**config.mk**
```make
export PLATFORM = sky130hd
export DESIGN_NAME = ifetch
export DESIGN_NICKNAME = d
export VERILOG_FILES = /design/src/rtl/ifetch_pkg.sv /design/src/rtl/ifetch_icache.sv /design/src/rtl/ifetch.sv
export SDC_FILE = /design/constraint.sdc
export NUM_CORES = 1
export LEC_CHECK = 0
export ABC_AREA = 1
export CAP_MARGIN = 10
export CORE_UTILIZATION = 48
export CTS_BUF_LIST = sky130_fd_sc_hd__clkbuf_8
export DETAILED_ROUTE_END_ITERATION = 10
export PLACE_DENSITY = 0.84
export SYNTH_ARGS = -nofsm -noshare
export SYNTH_HDL_FRONTEND = slang
export SYNTH_SLANG_ARGS = --single-unit
```
**constraint.sdc**
```tcl
create_clock -name clk -period 6.2 [get_ports clk]
set_input_delay 0.93 -clock clk [delete_from_list [all_inputs] [get_ports clk]]
set_output_delay 0.93 -clock clk [all_outputs]
set_load 0.02 [all_outputs]
```
**src/rtl/ifetch_pkg.sv**
```systemverilog
// Shared definitions for the instruction fetch front-end: bus widths,
// boolean aliases, FSM state encoding and a parameter sanity helper.
package ifetch_pkg;

    localparam logic ENABLE  = 1'b1;
    localparam logic DISABLE = 1'b0;
    localparam logic TRUE    = 1'b1;
    localparam logic FALSE   = 1'b0;

    localparam int ADDR_BUS = 32;
    localparam int INST_BUS = 32;
    localparam int PC_WIDTH = ADDR_BUS;

    typedef enum logic [1:0] {
        ST_IDLE = 2'd0,
        ST_REQ  = 2'd1,
        ST_HOLD = 2'd2,
        ST_DROP = 2'd3
    } state_t;

    function automatic logic is_pow2(input int unsigned n);
        return (n != 0) && ((n & (n - 1)) == 0);
    endfunction

endpackage

```
**src/rtl/ifetch_icache.sv**
```systemverilog
// Direct-mapped instruction cache, one word per line. Only built when
// ICACHE_EN is defined; index = pc[log2(LINES)+1:2], tag = remaining upper bits.
`ifdef ICACHE_EN
module ifetch_icache
    import ifetch_pkg::*;
#(
    parameter int ADDR_W = ADDR_BUS,
    parameter int INST_W = INST_BUS,
    parameter int LINES  = 8
) (
    input  logic              clk,
    input  logic              rst,
    input  logic [ADDR_W-1:0] lookup_pc,
    output logic              hit,
    output logic [INST_W-1:0] hit_data,
    input  logic              fill_en,
    input  logic [ADDR_W-1:0] fill_pc,
    input  logic [INST_W-1:0] fill_data
);

    localparam int IDX_W = $clog2(LINES);
    localparam int TAG_W = ADDR_W - IDX_W - 2;

    logic [LINES-1:0]  line_valid;
    logic [TAG_W-1:0]  tag_mem  [LINES];
    logic [INST_W-1:0] data_mem [LINES];

    logic [IDX_W-1:0] lookup_idx;
    logic [IDX_W-1:0] fill_idx;
    logic [TAG_W-1:0] lookup_tag;
    logic [TAG_W-1:0] fill_tag;
    logic             unused_ok;

    // Byte offset bits never take part in the lookup.
    assign unused_ok  = ^{lookup_pc[1:0], fill_pc[1:0]};

    assign lookup_idx = lookup_pc[IDX_W+1:2];
    assign lookup_tag = lookup_pc[ADDR_W-1:IDX_W+2];
    assign fill_idx   = fill_pc[IDX_W+1:2];
    assign fill_tag   = fill_pc[ADDR_W-1:IDX_W+2];

    assign hit      = line_valid[lookup_idx] && (tag_mem[lookup_idx] == lookup_tag);
    assign hit_data = data_mem[lookup_idx];

    always_ff @(posedge clk or posedge rst) begin
        if (rst) begin
            line_valid <= '0;
        end else if (fill_en) begin
            line_valid[fill_idx] <= TRUE;
        end
    end

    always_ff @(posedge clk) begin
        if (fill_en) begin
            tag_mem[fill_idx]  <= fill_tag;
            data_mem[fill_idx] <= fill_data;
        end
    end

endmodule
`endif

```
**src/rtl/ifetch.sv**
```systemverilog
// Single-outstanding instruction fetch stage between PC register, instruction
// memory and issue. Define ICACHE_EN to add the direct-mapped ifetch_icache.
//
// state   | meaning
// --------+--------------------------------------------------------------
// IDLE    | nothing held, ready to accept a PC
// REQ     | miss outstanding, o_MEM_req/o_MEM_addr held until ack
// HOLD    | instruction presented to issue (o_IDSUE_valid)
// DROP    | miss flushed, still waiting for its ack which is discarded
module ifetch
    import ifetch_pkg::*;
#(
    parameter int ADDR_W       = ADDR_BUS,
    parameter int INST_W       = INST_BUS,
    parameter int ICACHE_LINES = 8
) (
    input  logic              clk,
    input  logic              rst,
    input  logic [ADDR_W-1:0] i_PCREG_pc,
    input  logic              i_PCREG_valid,
    output logic              o_PCREG_wait,
    output logic              o_MEM_req,
    output logic [ADDR_W-1:0] o_MEM_addr,
    input  logic              i_MEM_ack,
    input  logic [INST_W-1:0] i_MEM_data,
    output logic [INST_W-1:0] o_IDSUE_inst,
    output logic [ADDR_W-1:0] o_IDSUE_pc,
    output logic              o_IDSUE_valid,
    input  logic              i_IDSUE_stall,
    input  logic              i_ROB_flush
);

    if (!is_pow2(ICACHE_LINES) || ICACHE_LINES < 2) begin : g_bad_lines
        $error("ifetch: ICACHE_LINES must be a power of two, at least 2");
    end

    state_t            state;
    state_t            state_nxt;
    state_t            accept_target;
    logic              accept;
    logic              cache_hit;
    logic [INST_W-1:0] cache_data;
    logic              ack_forward;
    logic [ADDR_W-1:0] mem_addr_q;
    logic [ADDR_W-1:0] idsue_pc_q;
    logic [INST_W-1:0] idsue_inst_q;

`ifdef ICACHE_EN
    logic fill_en;

    // Every ack fills the line, even for flushed fetches: the word is still correct.
    assign fill_en = i_MEM_ack && ((state == ST_REQ) || (state == ST_DROP));

    ifetch_icache #(
        .ADDR_W (ADDR_W),
        .INST_W (INST_W),
        .LINES  (ICACHE_LINES)
    ) u_icache (
        .clk       (clk),
        .rst       (rst),
        .lookup_pc (i_PCREG_pc),
        .hit       (cache_hit),
        .hit_data  (cache_data),
        .fill_en   (fill_en),
        .fill_pc   (mem_addr_q),
        .fill_data (i_MEM_data)
    );
`else
    assign cache_hit  = FALSE;
    assign cache_data = '0;
`endif

    assign accept        = i_PCREG_valid && !o_PCREG_wait && !i_ROB_flush;
    assign accept_target = cache_hit ? ST_HOLD : ST_REQ;
    assign ack_forward   = (state == ST_REQ) && i_MEM_ack && !i_ROB_flush;

    always_ff @(posedge clk or posedge rst) begin
        if (rst) begin
            state <= ST_IDLE;
        end else begin
            state <= state_nxt;
        end
    end

    always_comb begin
        state_nxt = state;
        unique case (state)
            ST_IDLE: begin
                if (accept) begin
                    state_nxt = accept_target;
                end
            end
            ST_REQ: begin
                if (i_MEM_ack) begin
                    state_nxt = i_ROB_flush ? ST_IDLE : ST_HOLD;
                end else if (i_ROB_flush) begin
                    state_nxt = ST_DROP;
                end
            end
            ST_HOLD: begin
                if (i_ROB_flush) begin
                    state_nxt = ST_IDLE;
                end else if (!i_IDSUE_stall) begin
                    state_nxt = accept ? accept_target : ST_IDLE;
                end
            end
            ST_DROP: begin
                if (i_MEM_ack) begin
                    state_nxt = ST_IDLE;
                end
            end
            default: state_nxt = ST_IDLE;
        endcase
    end

    always_comb begin
        o_PCREG_wait  = FALSE;
        o_MEM_req     = FALSE;
        o_IDSUE_valid = FALSE;
        unique case (state)
            ST_REQ, ST_DROP: begin
                o_PCREG_wait = TRUE;
                o_MEM_req    = TRUE;
            end
            ST_HOLD: begin
                o_IDSUE_valid = TRUE;
                o_PCREG_wait  = i_IDSUE_stall;
            end
            default: ;
        endcase
    end

    // mem_addr_q doubles as the captured PC of the outstanding miss.
    always_ff @(posedge clk or posedge rst) begin
        if (rst) begin
            mem_addr_q   <= '0;
            idsue_pc_q   <= '0;
            idsue_inst_q <= '0;
        end else if (accept) begin
            mem_addr_q <= i_PCREG_pc;
            if (cache_hit) begin
                idsue_pc_q   <= i_PCREG_pc;
                idsue_inst_q <= cache_data;
            end
        end else if (ack_forward) begin
            idsue_pc_q   <= mem_addr_q;
            idsue_inst_q <= i_MEM_data;
        end
    end

    assign o_MEM_addr   = mem_addr_q;
    assign o_IDSUE_pc   = idsue_pc_q;
    assign o_IDSUE_inst = idsue_inst_q;

endmodule

```
==> flow_metrics.tcl <==
set metrics [dict create \
    drive_above_1_share 0.153 \
    finalSetupViolations 0 \
    min_period_ns 3.21 \
    rr_worst_depth 5 \
    synthCells 409 \
    fin_crit_sh 0.518 \
    numCtsBuffers 9 \
    cts.clk_slew.worst_paths_ns 0.08 \
    yosys_warnings 0 \
    worst_slew_pin_slew_ns 0.815 \
    cts_root_buf "clkbuf_8" \
    syn_to_final_growth_pct 44.7 \
    die_width_um 95.0 \
    cpPeakStageDelay_ns 0.62 \
    dpl.cell_count 664 \
    wirelength_mm 8.97 \
    fmax_mhz 311 \
    dieArea_um2 9030 \
    leakage_uw 0.00281 \
    whs_path_depth 2 \
    cp.buffers_inverters 2 \
    drv_slew 0 \
    place_hpwl_mm 6.50 \
    irDropWorstVdd_mv 0.289 \
    ctsLongestPathBuffers 2 \
    htreeDepth 3 \
    r2r_slack_ns 4.54 \
    syn_nets 479 \
    ios 169 \
    fin_skew_ns 0.0114 \
    grt_usage 0.208 \
    post_cts_resized 0 \
    cp_max_fo 3 \
    avgSynthCellArea_um2 10.2 \
    diodes 0 \
    drt_iter0_markers 70 \
    cp.required_ns 5.27 \
    critPathArrivalTime_ns 2.28 \
    start_util 0.500 \
    slowest_stage "clkdlybuf4s50_1" \
    path_class "input pin to output port" \
    r2r-end "o_IDSUE_inst[6]$_DFFE_PP0P_" \
    grt_pass1_vias 3105 \
    slew_headroom 0.457 \
    hold_class "register to register" \
    coreArea_um2 8300 \
    row_count 33 \
    clkSinkCount 98 \
    grt_max_degree 65 \
    path_delay_family "buffers and inverters" \
    whs_endpoint "o_IDSUE_pc[3]$_DFFE_PP0P_" \
    cap_violations 0 \
    hold_viol_final 0 \
    layout.cells.non_filler 679 \
    drcViolationCount 0 \
    post_cts_buffers 0 \
    rsz0062_at_grt "false" \
    ant_nets 0 \
    synth-seq-cells 98 \
    start_kind "input pin" \
    grt_remaining_overflow 0 \
    cts-hold-fix-buffers 0 \
    grt_antenna_before_repair 0 \
    power_density_nw_per_um2 533 \
    vias 3195 \
    vias_per_cell 4.71 \
    synthDistinctLibCells 16 \
    grt_pass1_wl_mm 14.4 \
    clk_latency_ns 0.34 \
    total_power_uw 3200 \
    tns_ns 0 \
    crit_chain "clkdlybuf4s50_1, nand2_1, nand2_2, clkdlybuf4s50_1" \
    endpoint_kind "output port" \
    crit_top_cell "clkdlybuf4s50_1" \
    hold_start "o_IDSUE_pc[3]$_DFFE_PP0P_" \
    yosysSeqAreaShare 0.591 \
    drtPass1Iterations 4 \
    synth.area.top_cells "dfrtp_1 (59%), o21ai_2 (13%), nand2_1 (9.7%), inv_1 (6.1%), buf_6 (4.9%)" \
    synth.largest_area_cell "dfrtp_1" \
    status "complete, no violations" \
    globalplace.congestion 0.868 \
    r2r_start "state[1]$_DFFE_PP0P_" \
    final_nets 640 \
    cts_tree "done" \
    wire_per_inst_um 13.2 \
    synth_top_area_frac 0.591 \
    synth_area_um2 4150 \
    fp.dieH_um 95.0 \
    place.port_buffers 168 \
]
-- logic make-up after synthesis --
logic type | share of synthesized area
simple gates | 0.116
flops | 0.591
buf+inv | 0.117
compound gates | 0.177
-- where the power goes --
part	internal, uW	total [uW]	switching, uW
Sequential	940	1100	164
Clock	276	481	205
Combinational	742	1620	875
-- final cells by class --
class / count / area (um2)
flip-flops and latches: 98 / 2450
fillers: 609 / 2290
repair buffers: 171 / 1700
multi-input cells: 220 / 1220
inverters: 70 / 265
clock buffers: 10 / 138
well taps: 105 / 131
clock inverters: 5 / 103
-- Yosys cell counts --
master	number
a21oi_1	1
nand4_1	1
o21ai_0	29
buf_4	2
inv_2	2
o21ai_2	64
buf_6	18
nand3_1	2
clkbuf_1	1
dfrtp_1	98
nand2_2	2
nor2_8	1
o21ai_1	5
inv_1	68
nand2_1	107
nor2_1	8
-- layout by cell type, fill, tap and decap left out, types with 2 or more instances in the layout --
cell type          n
clkdlybuf4s50_1  168
nand2_1          107
dfrtp_1           98
inv_1             67
o21ai_2           64
o21ai_0           29
clkbuf_8          10
nor2_1             8
o21ai_1            5
bufinv_16          3
buf_4              3
inv_2              2
nand2_2            2
nand3_1            2
-- per-layer routing --
metal / GRT usage / wire, um / up-vias
li1: - / - / 1578
met1: 0.258 / 3680 / 1470
met2: 0.330 / 4100 / 130
met3: 0.0766 / 989 / 17
met4: 0.0846 / 197 / 0
met5: 0 / 0 / -
-- through the flow --
stage | utilization | hold slack, ns | area (um2) | setup slack [ns]
after floorplan | - | 0.541 | 4150 | 2.71
after global placement | 0.695 | 0.461 | 5770 | 3.03
after detailed placement | 0.695 | 0.468 | 5770 | 2.98
after CTS | 0.724 | 0.489 | 6010 | 2.98
after global routing | 0.724 | 0.497 | 6010 | 2.95
final | 0.724 | 0.484 | 6010 | 2.99
-- how the worst max path moves through the flow --
stage / start / to / slack (ns) / cells after the start
final: i_IDSUE_stall / o_PCREG_wait / 2.99 / 4
after global routing: i_IDSUE_stall / o_PCREG_wait / 2.95 / 4
after CTS: i_IDSUE_stall / o_PCREG_wait / 2.98 / 4
after detailed placement: i_IDSUE_stall / o_PCREG_wait / 2.98 / 4
after global placement: i_IDSUE_stall / o_PCREG_wait / 3.03 / 4
after floorplan: rst / o_IDSUE_inst[0]$_DFFE_PP0P_ / 2.71 / 1
-- registers in the layout (all words and copies together) (netlist names) --
signal / flops
o_IDSUE_inst: 32
o_IDSUE_pc: 32
o_MEM_addr: 32
state: 2
-- worst min-delay path: stages, from the launching register on --
cell and delay (ns):
dfrtp_1 0.34, nand2_1 0.06, o21ai_2 0.05
Note: power is estimated with default switching activity, not from simulation.
